File: config.mk
export PLATFORM = sky130hd
export DESIGN_NAME = bus_xfer
export DESIGN_NICKNAME = d
export VERILOG_FILES = /design/src/rtl/bus_xfer.sv
export SDC_FILE = /design/constraint.sdc
export NUM_CORES = 1
export LEC_CHECK = 0
export CAP_MARGIN = 10
export CORE_ASPECT_RATIO = 1.4
export CORE_MARGIN = 5
export CORE_UTILIZATION = 41
export CTS_CLUSTER_SIZE = 25
export DETAILED_ROUTE_END_ITERATION = 6
export GPL_TIMING_DRIVEN = 0
export PLACE_DENSITY = 0.8
export SKIP_LAST_GASP = 1
export SYNTH_ARGS = -nofsm -noshare
export SYNTH_HDL_FRONTEND = slang
export SYNTH_SLANG_ARGS = --single-unit
File: constraint.sdc
create_clock -name i_clk -period 1.9 [get_ports i_clk]
set_input_delay 0.285 -clock i_clk [delete_from_list [all_inputs] [get_ports i_clk]]
set_output_delay 0.285 -clock i_clk [all_outputs]
set_load 0.02 [all_outputs]
File: src/rtl/bus_xfer.sv
// Command-driven bus transfer engine: a FIFO of {src,dst} commands feeds
// a 3-state sequencer that drives one source onto the bus, then strobes one
// destination.
//
// Ports:
//   i_clk, i_reset      clock, async active-high reset
//   i_cmdValid/o_cmdReady  command handshake; i_cmdSrc/i_cmdDst carry indices
//   i_srcData           packed source data, source k at [k*WIDTH +: WIDTH]
//   o_srcOe, o_dstWr    one-hot source enable / destination write strobe
//   o_bus               value of the enabled source (0 when idle)
//   o_busy              sequencer active or commands pending
//   o_err, i_errClr     sticky illegal-index flag and its clear
//   o_xferCount         completed-transfer counter (wraps)
module bus_xfer #(
  parameter int WIDTH = 8,
  parameter int NSRC  = 4,
  parameter int NDST  = 4,
  parameter int DEPTH = 4
) (
  input  logic                     i_clk,
  input  logic                     i_reset,
  input  logic                     i_cmdValid,
  output logic                     o_cmdReady,
  input  logic [$clog2(NSRC)-1:0]  i_cmdSrc,
  input  logic [$clog2(NDST)-1:0]  i_cmdDst,
  input  logic [NSRC*WIDTH-1:0]    i_srcData,
  output logic [NSRC-1:0]          o_srcOe,
  output logic [NDST-1:0]          o_dstWr,
  output logic [WIDTH-1:0]         o_bus,
  output logic                     o_busy,
  output logic                     o_err,
  input  logic                     i_errClr,
  output logic [15:0]              o_xferCount
);

  localparam int SW = $clog2(NSRC);
  localparam int DW = $clog2(NDST);
  localparam int AW = $clog2(DEPTH);
  localparam int CW = SW + DW;

  typedef enum logic [1:0] {
    IDLE,
    DRIVE,
    WRITE
  } state_e;

  state_e            state_q;
  logic [NSRC-1:0]   oe_q;
  logic [NDST-1:0]   wr_q;
  logic [DW-1:0]     dst_q;
  logic              err_q;
  logic [15:0]       xfer_q;

  logic [CW-1:0]     mem_q [DEPTH];
  logic [AW-1:0]     wptr_q;
  logic [AW-1:0]     rptr_q;
  logic [AW:0]       cnt_q;

  logic              full;
  logic              empty;
  logic              push;
  logic              pop;
  logic [CW-1:0]     head;
  logic [SW-1:0]     head_src;
  logic [DW-1:0]     head_dst;
  logic [NSRC-1:0]   head_src_oh;
  logic [NDST-1:0]   head_dst_oh;
  logic [NDST-1:0]   dst_q_oh;
  logic              head_bad;
  logic [WIDTH-1:0]  bus;

  assign full     = (cnt_q == (AW+1)'(DEPTH));
  assign empty    = (cnt_q == '0);
  // Ready depends only on the stored count, so a full FIFO refuses a push
  // even when a pop happens on the same edge.
  assign push     = i_cmdValid & ~full;
  assign pop      = ~empty & (state_q != DRIVE);
  assign head     = mem_q[rptr_q];
  assign head_src = head[CW-1:DW];
  assign head_dst = head[DW-1:0];

  // One-hot decode; an index beyond the populated range decodes to zero,
  // which doubles as the illegal-index detector.
  always_comb begin
    head_src_oh = '0;
    head_dst_oh = '0;
    dst_q_oh    = '0;
    for (int k = 0; k < NSRC; k++) begin
      head_src_oh[k] = (head_src == SW'(k));
    end
    for (int k = 0; k < NDST; k++) begin
      head_dst_oh[k] = (head_dst == DW'(k));
      dst_q_oh[k]    = (dst_q == DW'(k));
    end
  end

  assign head_bad = ~(|head_src_oh) | ~(|head_dst_oh);

  always_ff @(posedge i_clk) begin
    if (push) begin
      mem_q[wptr_q] <= {i_cmdSrc, i_cmdDst};
    end
  end

  always_ff @(posedge i_clk or posedge i_reset) begin
    if (i_reset) begin
      wptr_q <= '0;
      rptr_q <= '0;
      cnt_q  <= '0;
    end else begin
      if (push) begin
        wptr_q <= wptr_q + 1'b1;
      end
      if (pop) begin
        rptr_q <= rptr_q + 1'b1;
      end
      if (push && !pop) begin
        cnt_q <= cnt_q + 1'b1;
      end else if (!push && pop) begin
        cnt_q <= cnt_q - 1'b1;
      end
    end
  end

  always_ff @(posedge i_clk or posedge i_reset) begin
    if (i_reset) begin
      state_q <= IDLE;
      oe_q    <= '0;
      wr_q    <= '0;
      dst_q   <= '0;
      err_q   <= 1'b0;
      xfer_q  <= '0;
    end else begin
      wr_q <= '0;
      if (i_errClr) begin
        err_q <= 1'b0;
      end
      unique case (state_q)
        IDLE, WRITE: begin
          if (state_q == WRITE) begin
            xfer_q <= xfer_q + 16'd1;
          end
          if (pop && !head_bad) begin
            state_q <= DRIVE;
            oe_q    <= head_src_oh;
            dst_q   <= head_dst;
          end else begin
            state_q <= IDLE;
            oe_q    <= '0;
            // A set on the same edge overrides the clear above.
            if (pop) begin
              err_q <= 1'b1;
            end
          end
        end
        DRIVE: begin
          state_q <= WRITE;
          wr_q    <= dst_q_oh;
        end
        default: begin
          state_q <= IDLE;
          oe_q    <= '0;
        end
      endcase
    end
  end

  always_comb begin
    bus = '0;
    for (int k = 0; k < NSRC; k++) begin
      if (oe_q[k]) begin
        bus = bus | i_srcData[k*WIDTH +: WIDTH];
      end
    end
  end

  assign o_cmdReady  = ~full;
  assign o_srcOe     = oe_q;
  assign o_dstWr     = wr_q;
  assign o_bus       = bus;
  assign o_busy      = (state_q != IDLE) | ~empty;
  assign o_err       = err_q;
  assign o_xferCount = xfer_q;

endmodule

# Yosys cells after proc, flatten, opt, wreduce, memory -nomap -nowiden
# Memories as Yosys holds them, arrays and structs flattened.
# Cells that the tools add are included.
[totals]
output_inout_bits = 35
ramBits = 16
ff_bits = 36
in_bits = 40
memories = 1
word_cells = 74
[memory_table]
columns = ["name", "depth", "word_bits", "rd", "rd_clocked_by_memory_dff", "write_ports", "line", "rtl"]
rows = [
  ["mem_q", 4, 4, 1, 0, 1, "54", "logic [CW-1:0] mem_q [DEPTH];"],
]
[classes]
bitwise = 11
n_mux = 17
reduce_logical = 18
n_eq_ne = 13
n_addsub = 5
[op_table]
columns = ["op", "n"]
rows = [
  ["$mux W8", 4],
  ["$or A8 B8 Y8", 3],
  ["$add A16 B1 Y16 const B", 1],
  ["$eq A2 B2 Y1 const B", 7],
  ["$eq A2 B1 Y1 const B", 4],
  ["$logic_not A2 Y1", 4],
  ["$mux W4", 2],
  ["$pmux W4 S2", 1],
  ["$reduce_or A4 Y1", 2],
  ["$mux W1", 7],
  ["$mux W3", 2],
  ["$add A2 B1 Y2 const B", 2],
  ["$not A1 Y1", 4],
  ["$pmux W2 S2", 1],
  ["$reduce_and A2 Y1", 2],
  ["$reduce_bool A2 Y1", 2],
  ["$add A3 B1 Y3 const B", 1],
  ["$eq A3 B3 Y1 const B", 1],
  ["$logic_and A1 B1 Y1", 3],
  ["$logic_not A1 Y1", 3],
  ["$logic_not A3 Y1", 1],
  ["$sub A3 B1 Y3 const B", 1],
  ["$and A1 B1 Y1", 2],
  ["$ne A2 B1 Y1 const B", 1],
  ["2 further kinds", 3],
]

# Longest topological paths before layout
# Gate-level depths: netlist (run 1).
# An unclocked memory read counts as a cell.
[logic_depth]
word_depth = 9
mapped_depth = 10

# Worst setup path before layout (run 1)
# No wires, ideal clock.
[synth_path]
kind = "reg2reg"
from = "register cnt_q[0]"
to = "register cnt_q[1]"
path_stages_with_launch = 8
period_less_slack_ns = 2.037
setup_time_ns = 0.125
required_time_ns = 1.775
arrival_ns = 1.912
slack_ns = -0.137
cell_sequence = "dfrtp_1 nor2_1 nand2_1 and2_0 ha_1 inv_1 fa_1 mux2_2"
[synth_via]
elab_chain_cells = 6
elab_cells_between_ends = 15
[synth_rtl]
columns = ["item", "line", "rtl"]
rows = [
  ["from (decl)", "57", "logic [AW:0] cnt_q;"],
  ["from (signal assigned)", "118", "cnt_q <= cnt_q + 1'b1;"],
  ["from (signal assigned)", "120", "cnt_q <= cnt_q - 1'b1;"],
  ["$eq A3 B3 Y1 *", "72", "assign full = (cnt_q == (AW+1)'(DEPTH));"],
  ["$not A1 Y1 *", "--", ""],
  ["via o_cmdReady", "23", "output logic o_cmdReady,"],
  ["$and A1 B1 Y1 *", "76", "assign push = i_cmdValid & ~full;"],
  ["via push", "61", "logic push;"],
  ["$logic_not A1 Y1", "119", "end else if (!push && pop) begin"],
  ["$logic_and A1 B1 Y1", "119", ""],
  ["$reduce_bool A2 Y1 (no line)", "--", ""],
]
# The timed path passes the listed nets; every way through them passes the cells marked *. The select of a mux whose other input is x is not followed.
# A chain may end at the register's enable or synchronous reset.

# Final worst setup path (run 1)
[layout_path]
from = "register cnt_q[0]"
to = "register cnt_q[2]"
[layout_via]
elab_chain_cells = 6
elab_cells_between_ends = 15
[layout_rtl]
columns = ["item"]
rows = [
  ["branches (longest 6 deep; another with $sub A3 B1 Y3)"],
]
# Several ways; the timed one is not identified. The select of a mux whose other input is x is not followed.

==> results.ini, run 1 <==
[setup_path]
start_kind=flop
critical_path_class=reg -> reg
critical_path.top_delay_family=adder cells
r2r_slack_ns=0.08
path_cells=nor3_4 > nor2_4 > inv_1 > ha_4 > inv_2 > fa_2 > xor2_1 > nor2_1 > xor2_1
rr_startpoint=cnt_q[0]$_DFFE_PP0P_
slowest_delay_ns=0.45
crit_top_cell=xor2_1
critPathRequiredTime_ns=2.12
critPathBufInv=2
r2r-end=cnt_q[2]$_DFFE_PP0P_
endpoint_kind=flop
cp.arrival_ns=2.04
cp_max_fo=3
slowest_stage=dfrtp_2
worst_r2r_path_depth=9
cp_num_cells=9

[outcome]
status=finished clean

[placed_design]
placed_area_um2=3190
dp.cells=321
place.gp.congestion=0.723
io_buffers=74
hpwlAfterDp_mm=3.94
place_ws_ns=-0.212

[drt]
vias_per_cell=4.97
route.detailed.drc=0
num_vias=1669
drt_wl_total_mm=5.03
drt-initial-drc-count=64
drtPass1Iterations=4
post_drt_wl_per_cell_um=15.0
antenna_left=0

[die]
num_rows=32
coreArea_um2=5490
start_util=0.422
die_y_um=98.9
dieArea_um2=7270
ios=75
die_w_um=73.5

[timing]
hold_violations=0
fin_skew_ns=0.00397
max_slew_margin=0.472
worstMarginPinSlew_ns=0.791
fin_hold_ws_ns=0.437
layout_min_cycle_time_ns=1.82
layout_setup_ws_ns=0.0821
rsz0062_at_grt=true
fmax_mhz=550
slew_viol_final=0
setup_viol=0
fin_crit_sh=0.957

[synth]
ys_warn_count=0
synth_nets=225
synth_largest_area_cell=dfrtp_1
synth_area_leaders=dfrtp_1 39%, edfxtp_1 21%, a22oi_1 5.2%
synth.cell_area_um2=2320
synth.avg_cell_area_um2=13.0
ys_seq_area_frac=0.596
ys_types=33
synthCells=178
synth_seq_cells=52
yosysTopAreaCellShare=0.389

[pwr]
powerDensity_nw_per_um2=1390
swShare=0.337
p_leak_uw=0.00152
irDropWorstVdd_mv=0.888
seqPwrFrac=0.374
p_int_uw=3160
power_frac_comb=0.443
pwr-share-clk=0.183
finalPower_uw=4760
p_sw_uw=1610

[finish]
stdcell_area_um2=3440
final_cells=336
n_antenna_cell=0
layout-area-overhead-vs-synth_pct=48.5
drive_above_1_share=0.175
nets=314

[clock_tree]
clkTransAtPathRegs_ns=0.09
clock_path_buffers=2
cts_hold_buf=0
htree_levels=2
clock_sinks=52
numCtsBuffers=5
cts-root-buf=clkbuf_8
cts_tree=yes
clk_latency_ns=0.29

[global_routing]
grt_max_degree=20
globalRouteOverflowTotal=0
grt_pass1_wl_mm=8.17
grt_pass1_vias=1732
grt_antenna_before_repair=0
grt_util_all_layers=0.143

[job]
cap_violations=0

[worst_hold_path]
hp-class=in -> async

## layout by cell type, fill, tap and decap left out, types with 2 or more instances in the layout
| cell type | netlist | routed |
|---|---|---|
| nor2_1 | 11 | 9 |
| and3_1 | 5 | 5 |
| a22oi_1 | 16 | 16 |
| xor2_1 | 10 | 10 |
| xnor2_1 | 11 | 11 |
| dlymetal6s2s_1 | 0 | 6 |
| nand3_1 | 5 | 5 |
| bufinv_16 | 0 | 2 |
| nand2_1 | 19 | 18 |
| edfxtp_1 | 16 | 16 |
| buf_4 | 0 | 12 |
| clkdlybuf4s50_1 | 0 | 65 |
| dlygate4sd2_1 | 0 | 3 |
| clkbuf_8 | 0 | 5 |
| and4_1 | 3 | 3 |
| inv_1 | 5 | 4 |
| nand4_1 | 4 | 4 |
| dfrtp_1 | 36 | 29 |
| dfrtp_2 | 0 | 7 |
| mux2_2 | 5 | 4 |
| mux4_2 | 4 | 4 |
| nor3_1 | 2 | 2 |
| ha_1 | 6 | 5 |
## Yosys cell counts
library cell / number
and4b_1: 1
nand4_1: 4
a22o_1: 1
fa_1: 1
mux4_2: 4
and3_1: 5
mux2_2: 5
inv_1: 5
and4_1: 3
xnor2_1: 11
dfrtp_1: 36
and2_1: 1
and2_0: 1
edfxtp_1: 16
nor3_1: 2
o21ai_0: 1
buf_6: 1
a32o_1: 1
a22oi_1: 16
clkbuf_1: 3
nor2b_1: 2
and3b_1: 1
o41ai_2: 1
ha_1: 6
nand3_1: 5
buf_1: 1
nor3b_1: 1
buf_2: 1
nor3_2: 1
nor2_1: 11
xor2_1: 10
nand2_1: 19
and2b_1: 1
## power groups by stage
| stage | sequential (uW) | clock (uW) | combinational, uW |
|---|---|---|---|
| global route | 1840 | 926 | 2290 |
| detailed placement | 1770 | 0 | 1960 |
| CTS | 1790 | 881 | 2040 |
| floorplan | 1850 | 0 | 1120 |
| finish | 1780 | 870 | 2110 |
| global placement | 1760 | 0 | 1890 |
## registers in the layout, indices dropped and copies added, names as in the netlist
register and cells:
dst_q 2, o_err 1, state_q 2, mem_q 16, cnt_q 3, wptr_q 2
rptr_q 2, o_xferCount 16, o_dstWr 4, o_srcOe 4
## metal layers
metal  up-vias  part of all wire  track usage
li1        814                 -            -
met1       820              0.38        0.162
met2        31              0.58        0.264
met3         4             0.035       0.0286
met4         0            0.0095       0.0377
met5         -                 0            0
## metrics by stage
| step | setup TNS [ns] | util |
|---|---|---|
| 6_report | 0 | 0.627 |
| 5_1_grt | -0.0223 | 0.627 |
| 4_1_cts | -0.0107 | 0.616 |
| 3_5_place_dp | -0.387 | 0.581 |
| 3_3_place_gp | -0.888 | 0.576 |
| 2_1_floorplan | 0 | - |
## kinds of logic after synthesis
group / share of synthesized area
adders and majority gates: 0.0411
buffers and inverters: 0.0216
DFF: 0.596
muxes: 0.0632
and+or+nand+nor: 0.129
xor gates and xnor gates: 0.0794
AOI/OAI and AO/OA: 0.0692
## worst register-to-register path: cells and delay by family, from the launching register on
family / cells / cell delay, ns
buffers and inverters: 2 / 0.12
xor gates and xnor gates: 2 / 0.29
and+or+nand+nor: 3 / 0.43
adders and majority gates: 2 / 0.47
DFF: 1 / 0.45
## what timing repair did
| item | 4_1_cts | 5_1_grt |
|---|---|---|
| buffers inserted | 8 | 4 |
| resized for setup | 15 | 8 |
| endpoints found under the setup margin | 11 | 8 |
| pin swaps | 3 | 6 |
## area by class of cell
cell class | instances | area [um2]
Buffer | 1 | 11.3
Fill cell | 459 | 2050
Tap cell | 68 | 85.1
Timing Repair Buffer | 87 | 870
Clock buffer | 6 | 72.6
Sequential cell | 52 | 1390
Clock inverter | 2 | 60.1
Multi-Input combinational cell | 115 | 932
Inverter | 5 | 18.8
## how the worst max path moves through the flow
stage / slack, ns / endpoint / start
floorplan: 0.004 / cnt_q[1]$_DFFE_PP0P_ / state_q[0]$_DFF_PP0_
global placement: -0.16 / cnt_q[2]$_DFFE_PP0P_ / i_cmdValid
detailed placement: -0.21 / cnt_q[2]$_DFFE_PP0P_ / i_cmdValid
CTS: -0.01 / o_bus[0] / o_srcOe[0]$_DFFE_PP0N_
global route: -0.02 / cnt_q[2]$_DFFE_PP0P_ / cnt_q[0]$_DFFE_PP0P_
finish: 0.08 / cnt_q[2]$_DFFE_PP0P_ / cnt_q[0]$_DFFE_PP0P_
Note: power is estimated with default switching activity, not from simulation.
==> run 2, diff against run 1 <==
Settings changed: RECOVER_POWER from default to 100.
==> run 2 against run 1 <==
  * Clock skew about the same
  * Global-route usage unchanged
  * Via count increased by 0.24%
  * Critical endpoint unchanged
  * Largest cell class unchanged
==> results.ini, run 2 (synthesis results as in run 1) <==
[outcome]
status=finished clean

[clock_tree]
clkTransAtPathRegs_ns=0.09
cts_tree=yes
numCtsBuffers=5
cts_hold_buf=0
htree_levels=2
clock_sinks=52
clk_latency_ns=0.29
cts-root-buf=clkbuf_8
clock_path_buffers=2

[drt]
antenna_left=0
num_vias=1673
route.detailed.drc=0
drt_wl_total_mm=5.02
post_drt_wl_per_cell_um=14.9
vias_per_cell=4.98
drtPass1Iterations=4
drt-initial-drc-count=66

[finish]
final_core_util=0.621
multi_input_area_um2=932
nFillCells=466
n_antenna_cell=0
drive_above_1_share=0.164
final_cells=336
final_common_cell=clkdlybuf4s50_1
regArea_um2=1390
stdcell_area_um2=3410
layout_common_cells=60 x clkdlybuf4s50_1, 29 x dfrtp_1, 18 x nand2_1
nets=314
layout-area-overhead-vs-synth_pct=47.1

[pwr]
p_leak_uw=0.00150
finalPower_uw=4730
powerDensity_nw_per_um2=1390
irDropWorstVdd_mv=0.887

[timing]
slew_viol_final=0
tns_ns=0
layout_min_cycle_time_ns=1.82
rsz0062_at_grt=true
fmax_mhz=550
fin_skew_ns=0.00415
max_slew_margin=0.533
worstMarginPinSlew_ns=0.700
fin_crit_sh=0.957
setup_viol=0
hold_violations=0

[setup_path]
critical_path_class=reg -> reg
critPathRequiredTime_ns=2.12
worst_r2r_path_depth=9
r2r-end=cnt_q[2]$_DFFE_PP0P_
rr_startpoint=cnt_q[0]$_DFFE_PP0P_
cp.arrival_ns=2.04
cp_max_fo=3
r2r_slack_ns=0.08
start_kind=flop
endpoint_kind=flop

[global_routing]
grt_pass1_vias=1732
globalRouteOverflowTotal=0
grt_max_degree=20
grt_pass1_wl_mm=8.17
grt_util_all_layers=0.143
grt_antenna_before_repair=0

[placed_design]
io_buffers=74
place.gp.congestion=0.723
placed_area_um2=3190
hpwlAfterDp_mm=3.94
dp.cells=321

[die]
die_y_um=98.9
ios=75
die_w_um=73.5
dieArea_um2=7270
start_util=0.422
num_rows=32
coreArea_um2=5490

[worst_hold_path]
worstHoldPathCells=1
whs_endpoint=o_xferCount[15]$_DFFE_PP0P_
hp-class=reg -> reg
worstHoldStart=o_xferCount[15]$_DFFE_PP0P_

[job]
cap_violations=0

-- run 2: cell types whose count changed in the layout (fill, tap and decap cells not counted) --
cell and change:
buf_16 -1, buf_4 -3, clkbuf_1 +3, clkbuf_2 +1
clkdlybuf4s50_1 -5, dlygate4sd3_1 +5
-- run 2: worst max path at each step --
| stage | cells after the start | from | endpoint |
|---|---|---|---|
| finish | 9 | cnt_q[0]$_DFFE_PP0P_ | cnt_q[2]$_DFFE_PP0P_ |
| global route | 9 | cnt_q[0]$_DFFE_PP0P_ | cnt_q[2]$_DFFE_PP0P_ |
| CTS | 3 | o_srcOe[0]$_DFFE_PP0N_ | o_bus[0] |
| detailed placement | 8 | i_cmdValid | cnt_q[2]$_DFFE_PP0P_ |
| global placement | 8 | i_cmdValid | cnt_q[2]$_DFFE_PP0P_ |
| floorplan | 8 | state_q[0]$_DFF_PP0_ | cnt_q[1]$_DFFE_PP0P_ |
-- run 2: area by class of cell --
type / count / share of cell area
flip-flops and latches: 52 / 0.408
multi-input cells: 115 / 0.274
repair buffers: 87 / 0.245
well taps: 68 / 0.0250
clock buffers: 6 / 0.0213
clock inverters: 2 / 0.0176
inverters: 5 / 0.00551
plain buffers: 1 / 0.00331
-- run 2: timing repair --
action,in CTS,in global routing
setup endpoints to repair,11,8
setup buffers,8,4
gates resized for setup,15,8
pin swaps,3,6
-- run 2: critical path, cell delays in order (launching register included) --
cell     delay [ns]
dfrtp_2        0.45
nor3_4         0.24
nor2_4         0.06
inv_1          0.09
ha_4           0.14
inv_2          0.03
fa_2           0.33
xor2_1         0.14
nor2_1         0.13
xor2_1         0.15
-- run 2: routing by layer --
| metal | wire length [um] | GRT usage | vias to the layer above | part of all wire |
|---|---|---|---|---|
| li1 | - | - | 815 | - |
| met1 | 1890 | 0.162 | 823 | 0.38 |
| met2 | 2910 | 0.264 | 31 | 0.58 |
| met3 | 175 | 0.0286 | 4 | 0.035 |
| met4 | 48 | 0.0377 | 0 | 0.0096 |
| met5 | 0 | 0 | - | 0 |
-- run 2: report_power, final --
group	switching [uW]	total, uW	leakage [uW]	internal (uW)
sequential	299	1780	0.000603	1480
clock	344	870	0.0000654	526
combinational	960	2080	0.000837	1110
-- run 2: per-stage QoR --
stage	hold WS (ns)	worst slack [ns]
2_1_floorplan	0.351	0.00419
3_3_place_gp	0.460	-0.157
3_5_place_dp	0.483	-0.212
4_1_cts	0.463	-0.0107
5_1_grt	0.508	-0.0223
6_report	0.490	0.0821
==> RTL change, RTL diff (config.mk and constraints of run 1) <==
Encoding of `state_e`: now one-hot (3 bits for 3 states).
--- a/src/rtl/bus_xfer.sv
+++ b/src/rtl/bus_xfer.sv
@@ -38,10 +38,10 @@
   localparam int AW = $clog2(DEPTH);
   localparam int CW = SW + DW;
 
-  typedef enum logic [1:0] {
-    IDLE,
-    DRIVE,
-    WRITE
+  typedef enum logic [2:0] {
+    IDLE  = 3'b001,
+    DRIVE = 3'b010,
+    WRITE = 3'b100
   } state_e;
 
   state_e            state_q;
Behaviour: no difference found for any inputs over 10 cycles, from zero or initial values and one cycle with i_reset high; not proved beyond that.
==> RTL change against run 1 <==
Sequential power rose by 4%. Sequential cell count rose by 1. Global-route usage is 0.39 points higher. Area after synthesis grew 3.6%. Synthesized cell count increased by 3.9%. Wire length grew 6.4%. Hold slack lost 0.041 ns. Count of clock-buffer cells in the layout shrank 1. Final area up 1.7%. Cell count increased by 3.0%. First-iteration DRC count rose by 53%. Power rose by 4.5%. Utilization shrank 2.2 points. Worst setup slack worse by 0.064 ns. Largest cell class unchanged.
==> RTL change: results (changes against run 1) <==
final std cells w/o fill=346 (was 336); pre-CTS WS=-0.295 ns (was -0.212 ns); first-pass GRT wire length=8.34 mm (was 8.17 mm); NumNets Final=322 (was 314); post-synthesis compound-gate area fraction=6.26% (was 6.92%); WP data arrival=2.08 ns (was 2.04 ns); Worst-Skew Late Latency=0.31 ns (was 0.29 ns); DP HPWL=3.95 mm (was 3.94 mm); async set or reset register ratio after synthesis=69.8% (was 69.2%); leakage power=0.00150 uW (was 0.00152 uW); share of cells above drive strength 1=19.6% (was 17.5%); Worst IR Drop VDD=669 uV (was 888 uV); M1 WL=1.97 mm (was 1.89 mm); Commonest cells post-synth=dfrtp_1 (36), nand2_1 (20), a22oi_1 (16), edfxtp_1 (16), xnor2_1 (12) (was dfrtp_1 (36), nand2_1 (19), a22oi_1 (16), edfxtp_1 (16)); GPL Wtd Cong=0.803 (was 0.723); largest net degree at the start of global routing=22 (was 20); register area share after synthesis=58.7% (was 59.6%); Synth Net Count=232 (was 225); HP Class=in2async (unchanged); Post-Synthesis Cells=185 (was 178); status=completed (unchanged); fillers=473 (was 459); met1 Track Usage GR=16.9% (was 16.2%); Clock Skew=0.00828 ns (was 0.00397 ns); vias in the first global route=1776 (was 1732); DR WL/cell=15.5 microns (was 15.0 microns); met3 usage=2.79% (was 2.86%); CP Max Fanout=6 (was 3); Iteration-0 DRC Markers=98 (was 64); post-synth cell types=34 (was 33); Slew HR=50.8% (was 47.2%); Vias/cell=5.06 (was 4.97); Total GRT Usage=14.7% (was 14.3%)
==> RTL change: changes by cell type after synthesis, sizes merged, moves of 2 or more <==
cell	change
nor3b	+2
and4	-2
nor3	+4
nand2	+2
nand3	-2
nor4	+2
inv	+4
nor2	-3
==> RTL change: final cells by class <==
cell class	instances	area share (%)
timing repair buffer	87	24.3
buffer	2	0.250
clock inverter	3	1.97
multi-input combinational	117	27.6
tap	70	2.50
clock buffer	5	1.97
inverter	9	0.965
sequential	53	40.5
==> RTL change: path summary, 6_finish.rpt <==
| path | startpoint | to | slack [ns] | cells after the start |
|---|---|---|---|---|
| setup / recovery | cnt_q[0]$_DFFE_PP0P_ | cnt_q[1]$_DFFE_PP0P_ | 0.02 | 7 |
| max in group asynchronous | i_reset | state_q[0]$_DFF_PP1_ | 0.88 | 3 |
| min in group i_clk | o_xferCount[15]$_DFFE_PP0P_ | o_xferCount[15]$_DFFE_PP0P_ | 0.47 | 1 |
| hold / removal | i_reset | o_err$_DFF_PP0_ | 0.40 | 2 |
| hold reg to reg | o_xferCount[15]$_DFFE_PP0P_ | o_xferCount[15]$_DFFE_PP0P_ | 0.47 | 1 |
| setup reg to reg | cnt_q[0]$_DFFE_PP0P_ | cnt_q[1]$_DFFE_PP0P_ | 0.02 | 7 |
==> RTL change: stage by stage <==
step,area (sq um),setup TNS (ns)
floorplan,2400,-0.0847
global placement,3230,-1.42
finish,3500,0
CTS,3450,-0.0588
detailed placement,3260,-0.526
global route,3500,-0.201
==> RTL change: power breakdown <==
part	internal [uW]	switching [uW]	total, uW
clock network	530	373	903
logic	1120	1090	2220
registers	1510	349	1860
==> RTL change: what timing repair did <==
action | 4_1_cts | 5_1_grt
setup endpoints to repair | 11 | 4
buffers inserted | 8 | 4
gates resized for setup | 17 | 7
pin swaps | 2 | 5
